<file path="src/rtl/enet_if_sel.sv">
// ---------------------------------------------------------------------------
// enet_if_sel
//   Frame-aware channel selector for the ENET MAC data path. Forwards one of
//   N_CH PHY-side streams (d/en/er) and changes channel only between frames.
//   A switch drains the current frame, then holds the output idle for
//   GAP_CYC cycles, then waits for an idle cycle on the new channel so that
//   forwarding always starts at a clean frame boundary.
//
// Ports
//   clk, rst_n       : rising-edge clock, asynchronous active-low reset
//   sel_valid/sel_ch : switch request (accepted when sel_ready is high)
//   sel_ready        : high while the selector is forwarding (RUN)
//   sel_err          : one-cycle pulse for an accepted out-of-range channel
//   in_d/in_en/in_er : packed channel inputs, channel i at [i*DATA_W +: DATA_W]
//   out_d/out_en/out_er : selected stream after PIPE_LV register stages
//   cur_ch           : channel currently selected by the mux
//   busy             : switch in progress
// ---------------------------------------------------------------------------
module enet_if_sel #(
  parameter int N_CH    = 4,
  parameter int DATA_W  = 8,
  parameter int CH_W    = 2,
  parameter int GAP_CYC = 12,
  parameter int PIPE_LV = 2,
  parameter int RST_CH  = 0
) (
  input  logic                     clk,
  input  logic                     rst_n,
  input  logic                     sel_valid,
  input  logic [CH_W-1:0]          sel_ch,
  output logic                     sel_ready,
  output logic                     sel_err,
  input  logic [N_CH*DATA_W-1:0]   in_d,
  input  logic [N_CH-1:0]          in_en,
  input  logic [N_CH-1:0]          in_er,
  output logic [DATA_W-1:0]        out_d,
  output logic                     out_en,
  output logic                     out_er,
  output logic [CH_W-1:0]          cur_ch,
  output logic                     busy
);

  // The gap counter only ever holds GAP_CYC-1 down to 0.
  localparam int GC_W = (GAP_CYC > 1) ? $clog2(GAP_CYC) : 1;
  localparam int PW   = DATA_W + 2;

  typedef enum logic [1:0] {
    ST_RUN   = 2'd0,
    ST_DRAIN = 2'd1,
    ST_GAP   = 2'd2,
    ST_ALIGN = 2'd3
  } state_t;

  state_t            state_r;
  logic [CH_W-1:0]   cur_ch_r;
  logic [CH_W-1:0]   pend_ch_r;
  logic [GC_W-1:0]   gap_cnt_r;
  logic              sel_err_r;
  logic [PW-1:0]     pipe_r [PIPE_LV];

  logic [DATA_W-1:0] ch_d_s;
  logic              ch_en_s;
  logic              ch_er_s;
  logic              fwd_s;
  logic [PW-1:0]     mux_s;
  logic              sel_bad_s;

  // Pick the stream of cur_ch; an AND-OR select keeps this safe for any
  // index width, including indices that do not map to a channel.
  always_comb begin
    ch_d_s  = {DATA_W{1'b0}};
    ch_en_s = 1'b0;
    ch_er_s = 1'b0;
    for (int i = 0; i < N_CH; i++) begin
      ch_d_s  = ch_d_s  | (in_d[i*DATA_W +: DATA_W] & {DATA_W{cur_ch_r == CH_W'(i)}});
      ch_en_s = ch_en_s | (in_en[i] & (cur_ch_r == CH_W'(i)));
      ch_er_s = ch_er_s | (in_er[i] & (cur_ch_r == CH_W'(i)));
    end
  end

  // Forward the selected channel in RUN/DRAIN, force idle in GAP/ALIGN.
  always_comb begin
    fwd_s = (state_r == ST_RUN) || (state_r == ST_DRAIN);
    if (fwd_s) begin
      mux_s = {ch_d_s, ch_en_s, ch_er_s};
    end else begin
      mux_s = {PW{1'b0}};
    end
  end

  assign sel_bad_s = ({1'b0, sel_ch} >= (CH_W+1)'(N_CH));
  assign sel_ready = (state_r == ST_RUN);
  assign busy      = (state_r != ST_RUN);

  // Switch sequencer: RUN -> DRAIN -> GAP -> ALIGN -> RUN.
  always_ff @(posedge clk or negedge rst_n) begin
    if (!rst_n) begin
      state_r   <= ST_RUN;
      cur_ch_r  <= CH_W'(RST_CH);
      pend_ch_r <= {CH_W{1'b0}};
      gap_cnt_r <= {GC_W{1'b0}};
      sel_err_r <= 1'b0;
    end else begin
      sel_err_r <= 1'b0;
      case (state_r)
        ST_RUN: begin
          if (sel_valid) begin
            if (sel_bad_s) begin
              sel_err_r <= 1'b1;
            end else if (sel_ch != cur_ch_r) begin
              pend_ch_r <= sel_ch;
              state_r   <= ST_DRAIN;
            end else begin
              state_r   <= ST_RUN;
            end
          end else begin
            state_r <= ST_RUN;
          end
        end
        ST_DRAIN: begin
          // Leave only once the in-flight frame on cur_ch has ended.
          if (!ch_en_s) begin
            if (GAP_CYC > 0) begin
              gap_cnt_r <= GC_W'(GAP_CYC - 1);
              state_r   <= ST_GAP;
            end else begin
              cur_ch_r  <= pend_ch_r;
              state_r   <= ST_ALIGN;
            end
          end else begin
            state_r <= ST_DRAIN;
          end
        end
        ST_GAP: begin
          if (gap_cnt_r != {GC_W{1'b0}}) begin
            gap_cnt_r <= gap_cnt_r - GC_W'(1);
          end else begin
            cur_ch_r  <= pend_ch_r;
            state_r   <= ST_ALIGN;
          end
        end
        ST_ALIGN: begin
          // A frame already running on the new channel is skipped whole.
          if (!ch_en_s) begin
            state_r <= ST_RUN;
          end else begin
            state_r <= ST_ALIGN;
          end
        end
        default: begin
          state_r <= ST_RUN;
        end
      endcase
    end
  end

  // Output register pipeline; stage 0 captures the mux.
  always_ff @(posedge clk or negedge rst_n) begin
    if (!rst_n) begin
      for (int k = 0; k < PIPE_LV; k++) begin
        pipe_r[k] <= {PW{1'b0}};
      end
    end else begin
      pipe_r[0] <= mux_s;
      for (int k = 1; k < PIPE_LV; k++) begin
        pipe_r[k] <= pipe_r[k-1];
      end
    end
  end

  assign out_d   = pipe_r[PIPE_LV-1][PW-1:2];
  assign out_en  = pipe_r[PIPE_LV-1][1];
  assign out_er  = pipe_r[PIPE_LV-1][0];
  assign cur_ch  = cur_ch_r;
  assign sel_err = sel_err_r;

endmodule

</file>
<file path="config.mk">
export PLATFORM = sky130hd
export DESIGN_NAME = enet_if_sel
export DESIGN_NICKNAME = d
export VERILOG_FILES = /design/src/rtl/enet_if_sel.sv
export SDC_FILE = /design/constraint.sdc
export NUM_CORES = 1
export LEC_CHECK = 0
export CAP_MARGIN = 15
export CELL_PAD_IN_SITES_DETAIL_PLACEMENT = 2
export CELL_PAD_IN_SITES_GLOBAL_PLACEMENT = 2
export CORE_ASPECT_RATIO = 0.7
export CORE_MARGIN = 2
export CORE_UTILIZATION = 29
export DETAILED_ROUTE_END_ITERATION = 12
export MAX_ROUTING_LAYER = met4
export PLACE_DENSITY_LB_ADDON = 0.15
export SETUP_SLACK_MARGIN = 0.2
export SYNTH_ARGS = -nofsm -noshare
export SYNTH_HDL_FRONTEND = slang
export SYNTH_SLANG_ARGS = --single-unit
</file>
<file path="constraint.sdc">
create_clock -name clk -period 2.3 [get_ports clk]
set_input_delay 0.46 -clock clk [delete_from_list [all_inputs] [get_ports clk]]
set_output_delay 0.46 -clock clk [all_outputs]
set_load 0.005 [all_outputs]
</file>
=== Yosys cells after proc, flatten, opt, wreduce, memory -nomap -nowiden ===
Cells that the tools add are included.

* Bits of input ports: 45
* Word-level logic and storage cells: 58
* Register bits after elaboration: 30
* Output and inout bits: 15

* Reduce and logical (&&, ||, !) cells: 9
* Add/subtract/negate cells: 1
* Muxes and demuxes: 10
* Equality and inequality tests: 10
* Bitwise operators: 22

{| class="wikitable"
|+ Operators with widths
! operator !! count
|-
| bitwise AND 8 bit || 4
|-
| bitwise OR 8 bit || 3
|-
| two-way mux 10 bit || 1
|-
| bitwise AND 1 bit || 8
|-
| equality test 2 bit (second input constant) || 4
|-
| two-way mux 2 bit || 4
|-
| two-way mux 4 bit || 2
|-
| one-hot mux 2 bit (4 select lines) || 1
|-
| one-hot mux 4 bit (2 select lines) || 1
|-
| inequality test 2 bit (second input constant) || 3
|-
| bitwise OR 1 bit || 6
|-
| AND reduction 3 bit || 2
|-
| equality test 2 x 1 -> 1 bit (second input constant) || 2
|-
| logical NOT 2 bit || 2
|-
| nonzero test 2 bit || 2
|-
| nonzero test 4 bit || 1
|-
| subtractor 4 x 1 -> 4 bit (second input constant) || 1
|-
| inequality test 2 bit || 1
|-
| AND reduction 2 bit || 1
|-
| logical OR 1 bit || 1
|-
| two-way mux 1 bit || 1
|-
| NOT 1 bit || 1
|}

=== Longest topological paths before layout ===
* Word-level depth: 7
* Mapped depth: 5
* Gate-level depth less buffers: 5

=== Worst setup path before layout ===
Ideal clock, no wire load.

* Path kind: flip-flop to flip-flop
* From: register gap_cnt_r[0]
* To: register gap_cnt_r[2]
* Setup slack: 922 ps
* Cell stages (with the launch flop): 6
* Path buffers: 0
* Period minus slack after synthesis: 1378 ps
* Arrival: 1299 ps
* Setup time: 79 ps
* Path through: dfrtp_1 > inv_1 > ha_1 > nor2b_1 > or4_1 > a2bb2oi_1

* Word-level cells in the longest chain between the ends: 3

{| class="wikitable"
|+ RTL lines
! element !! RTL line !! RTL
|-
| start: declaration || 57 || <nowiki>logic [GC_W-1:0] gap_cnt_r;</nowiki>
|-
| start signal: assignment || 101 || <nowiki>gap_cnt_r <= {GC_W{1'b0}};</nowiki>
|-
| start signal: assignment || 124 || <nowiki>gap_cnt_r <= GC_W'(GAP_CYC - 1);</nowiki>
|-
| start signal: assignment || 136 || <nowiki>gap_cnt_r <= gap_cnt_r - GC_W'(1);</nowiki>
|-
| subtractor 4 x 1 -> 4 bit / nonzero test 4 bit (equally long branches) || 136, 135 ||
|-
| two-way mux 4 bit / inequality test 2 bit (equally long branches) || -- ||
|-
| one-hot mux 4 bit (2 select lines) / AND reduction 3 bit (equally long branches) || -- ||
|}

Several ways; a longest one is shown, not always the timed one. The select of a mux whose other input is x is not followed.
A chain may end at the register's enable or synchronous reset.

=== Final worst setup path ===
* From: register cur_ch_r[0], in the netlist cur_ch[0]
* To: output cur_ch[0]

{| class="wikitable"
|+ RTL lines
! element !! RTL line !! RTL
|-
| start: declaration || 55 || <nowiki>logic [CH_W-1:0] cur_ch_r;</nowiki>
|-
| start signal: assignment || 99 || <nowiki>cur_ch_r <= CH_W'(RST_CH);</nowiki>
|-
| start signal: assignment || 127 || <nowiki>cur_ch_r <= pend_ch_r;</nowiki>
|-
| start signal: assignment || 138 || <nowiki>cur_ch_r <= pend_ch_r;</nowiki>
|-
| end: declaration || 39 || <nowiki>output logic [CH_W-1:0] cur_ch,</nowiki>
|}

No word-level cell between the ends.

==> results.json <==
{
  "cts_setup_buffers": 0,
  "p_leak_uw": 0.000880,
  "arrival_ns": 1.47,
  "critPathKind": "reg -> out",
  "io-pin-count": 60,
  "syn_inst": 105,
  "cts_buffers": 5,
  "slowest_stage": "dfrtp_1",
  "drive_above_1_share_pct": 13.0,
  "dpl.hpwl_um": 3040,
  "synthesis.nets": 152,
  "fin_util_pct": 44.3,
  "cts.sinks": 30,
  "fin_tns_setup_ns": 0,
  "post-route-period-util_pct": 83.8,
  "maxCapViolCount": 0,
  "port_buffers": 58,
  "synth.largest_area_cell": "dfrtp_1",
  "slew_violations": 0,
  "layout_min_cycle_time_ns": 1.93,
  "grt_pass1_vias": 1291,
  "synth_seq_cells": 30,
  "synth-edff-count": 0,
  "ys_types": 30,
  "ctsResizeCount": 0,
  "initial_core_util_pct": 30.6,
  "grt.total_usage_pct": 16.6,
  "synth_top_area_share_pct": 50.8,
  "die_height_um": 63.8,
  "fin_worst_skew_ns": 0.00256,
  "clkTransAtPathRegs_ns": 0.06,
  "die_w_um": 89.4,
  "power.share.clock_pct": 17.6,
  "areaGrowthSynthToFinish_pct": 44.8,
  "power.density_mw_per_mm2": 1050,
  "grt_setup_unrepaired": "false",
  "cts_tree": "done",
  "crit_path_cell_trace": "clkdlybuf4s50_1",
  "drt_iter0_drc": 27,
  "syn_avg_cell_area_um2": 14.1,
  "p_int_uw": 1530,
  "peakVddDrop_v": 0.000400,
  "fp-row-count": 21,
  "ctsHtreeMaxLevel": 2,
  "finalPower_uw": 2240,
  "clk_latency_ns": 0.28,
  "critical_path_peak_fanout": 8,
  "antenna_found_initial": 0,
  "final-hold-violation-count": 0,
  "nFillCells": 506,
  "antennaDiodeCount": 0,
  "dr.pass1.iters": 3,
  "critical_path_required_ns": 1.84,
  "nNetsFinal": 208,
  "cts.path.max_buffers": 2,
  "root_buffer": "clkbuf_8",
  "setup_viol": 0,
  "num_vias": 1056,
  "swShare_pct": 31.9,
  "ant_nets": 0,
  "ys_seq_area_share_pct": 50.8,
  "hold_path.class": "reg -> reg",
  "hold_buffers": 0,
  "seqPwrFrac_pct": 40.4,
  "overflow": 0,
  "cp-start-kind": "register",
  "wl_per_cell_um": 17.3,
  "worst-path-buf-inv": 1,
  "synth_top_cells_by_area": "dfrtp_1 (51%), mux4_1 (12%), nor2b_1 (4.7%), buf_4 (4.6%), mux2_2 (4.6%)",
  "drc": 0,
  "grt_max_degree": 31,
  "totalWireLength_um": 3980,
  "yosysWarningCount": 0,
  "ys_async_sr_fraction_pct": 100,
  "path_delay_family": "flip-flops",
  "coreArea_mm2": 0.00483,
  "post_drt_via_cell_ratio": 4.59,
  "grt_pass1_wl_um": 6640,
  "status": "finished clean",
  "synth_area_mm2": 0.00148,
  "ys.flop_type": "dfrtp_1",
  "fmax_mhz": 519,
  "cpPeakStageDelay_ns": 0.60,
  "postLayoutCellArea_mm2": 0.00214,
  "dieArea_mm2": 0.00570,
  "p_sw_uw": 717,
  "crit_path_end_kind": "primary output",
  "place_congestion": 0.731,
  "placed_area_mm2": 0.00206,
  "p_comb_share_pct": 41.9
}
final cells by class:
cell class              count  area (µm²)  area share, %
clock buffers               7        76.3           3.57
well taps                  69        86.3           4.03
multi-input cells          58         602           28.1
inverters                   4        15.0          0.701
repair buffers             62         611           28.5
flip-flops and latches     30         751           35.1
stage by stage:
step	std cells	setup slack, ns	hold slack, ns
2_1_floorplan	105	0.922	0.164
3_3_place_gp	223	0.532	0.334
3_5_place_dp	223	0.441	0.340
4_1_cts	230	0.352	0.355
5_1_grt	230	0.298	0.369
6_report	230	0.374	0.350
layout by cell type, fill, tap and decap left out:
master | netlist | layout
clkdlybuf4s50_1 | 0 | 58
dfrtp_1 | 30 | 30
nor2b_1 | 11 | 11
mux4_1 | 7 | 7
mux2_2 | 6 | 6
o21ai_0 | 5 | 5
clkbuf_8 | 2 | 5
inv_1 | 4 | 4
buf_4 | 9 | 4
o211ai_1 | 3 | 3
or3_1 | 3 | 3
nor2_1 | 2 | 2
mux4_2 | 2 | 2
xor2_1 | 2 | 2
or4_1 | 2 | 2
ha_1 | 2 | 2
clkbuf_1 | 0 | 2
mux2i_1 | 1 | 1
nand2_1 | 1 | 1
or2b_2 | 1 | 1
o22a_2 | 1 | 1
xnor2_1 | 1 | 1
nor3b_2 | 1 | 1
nand3b_1 | 1 | 1
nand2b_1 | 1 | 1
o211ai_2 | 1 | 1
a21oi_1 | 1 | 1
a21boi_0 | 1 | 1
a2bb2oi_1 | 1 | 1
conb_1 | 1 | 1
path summary, 6_finish.rpt:
check | start | endpoint | slack, ns | cells past startpoint
setup / recovery | cur_ch[0]$_DFFE_PN0P_ | cur_ch[0] | 0.37 | 1
hold / removal | pipe_r[17]$_DFF_PN0_ | out_d[5]$_DFF_PN0_ | 0.35 | 0
setup reg to reg | cur_ch[0]$_DFFE_PN0P_ | pipe_r[12]$_DFF_PN0_ | 0.56 | 3
hold reg to reg | pipe_r[17]$_DFF_PN0_ | out_d[5]$_DFF_PN0_ | 0.35 | 0
max in group asynchronous | rst_n | pipe_r[16]$_DFF_PN0_ | 1.45 | 2
min in group asynchronous | rst_n | pipe_r[14]$_DFF_PN0_ | 0.57 | 2
power by group through the flow:
stage,logic [µW],clock network [µW],registers (µW)
after floorplan,649,0,852
after global placement,911,0,901
after detailed placement,961,0,919
after CTS,967,417,912
after global routing,1040,439,947
final,941,396,907
flip-flops by register name, indices dropped and copies added (netlist names):
name,count
gap_cnt_r,4
out_d,8
state_r,2
pipe_r,10
out_en,1
pend_ch_r,2
out_er,1
cur_ch,2
cell families after synthesis:
logic type / count (synthesis) / synth area share (%)
AND/OR/NAND/NOR: 23 / 10.1
AO/OA/AOI/OAI: 13 / 6.18
XOR/XNOR: 3 / 1.78
adder cells (fa/ha/maj): 2 / 1.69
flip-flops: 30 / 50.8
multiplexers: 16 / 20.7
other: 1 / 0.254
buffers and inverters: 17 / 8.54
per-layer routing:
layer,GRT usage [%],part of all wire [%]
met5,-,0
met4,5.60,1.3
met3,4.65,4.1
met2,27.6,52
met1,19.4,42
synth_stat cells (2+ instances only):
library cell  instances
ha_1                  2
dfrtp_1              30
inv_1                 4
o211ai_1              3
buf_4                 9
mux4_2                2
nor2b_1              11
o21ai_0               5
mux2_2                6
xor2_1                2
mux4_1                7
or4_1                 2
clkbuf_8              2
nor2_1                2
or3_1                 3
No activity file was read; power rests on OpenSTA's default activity.
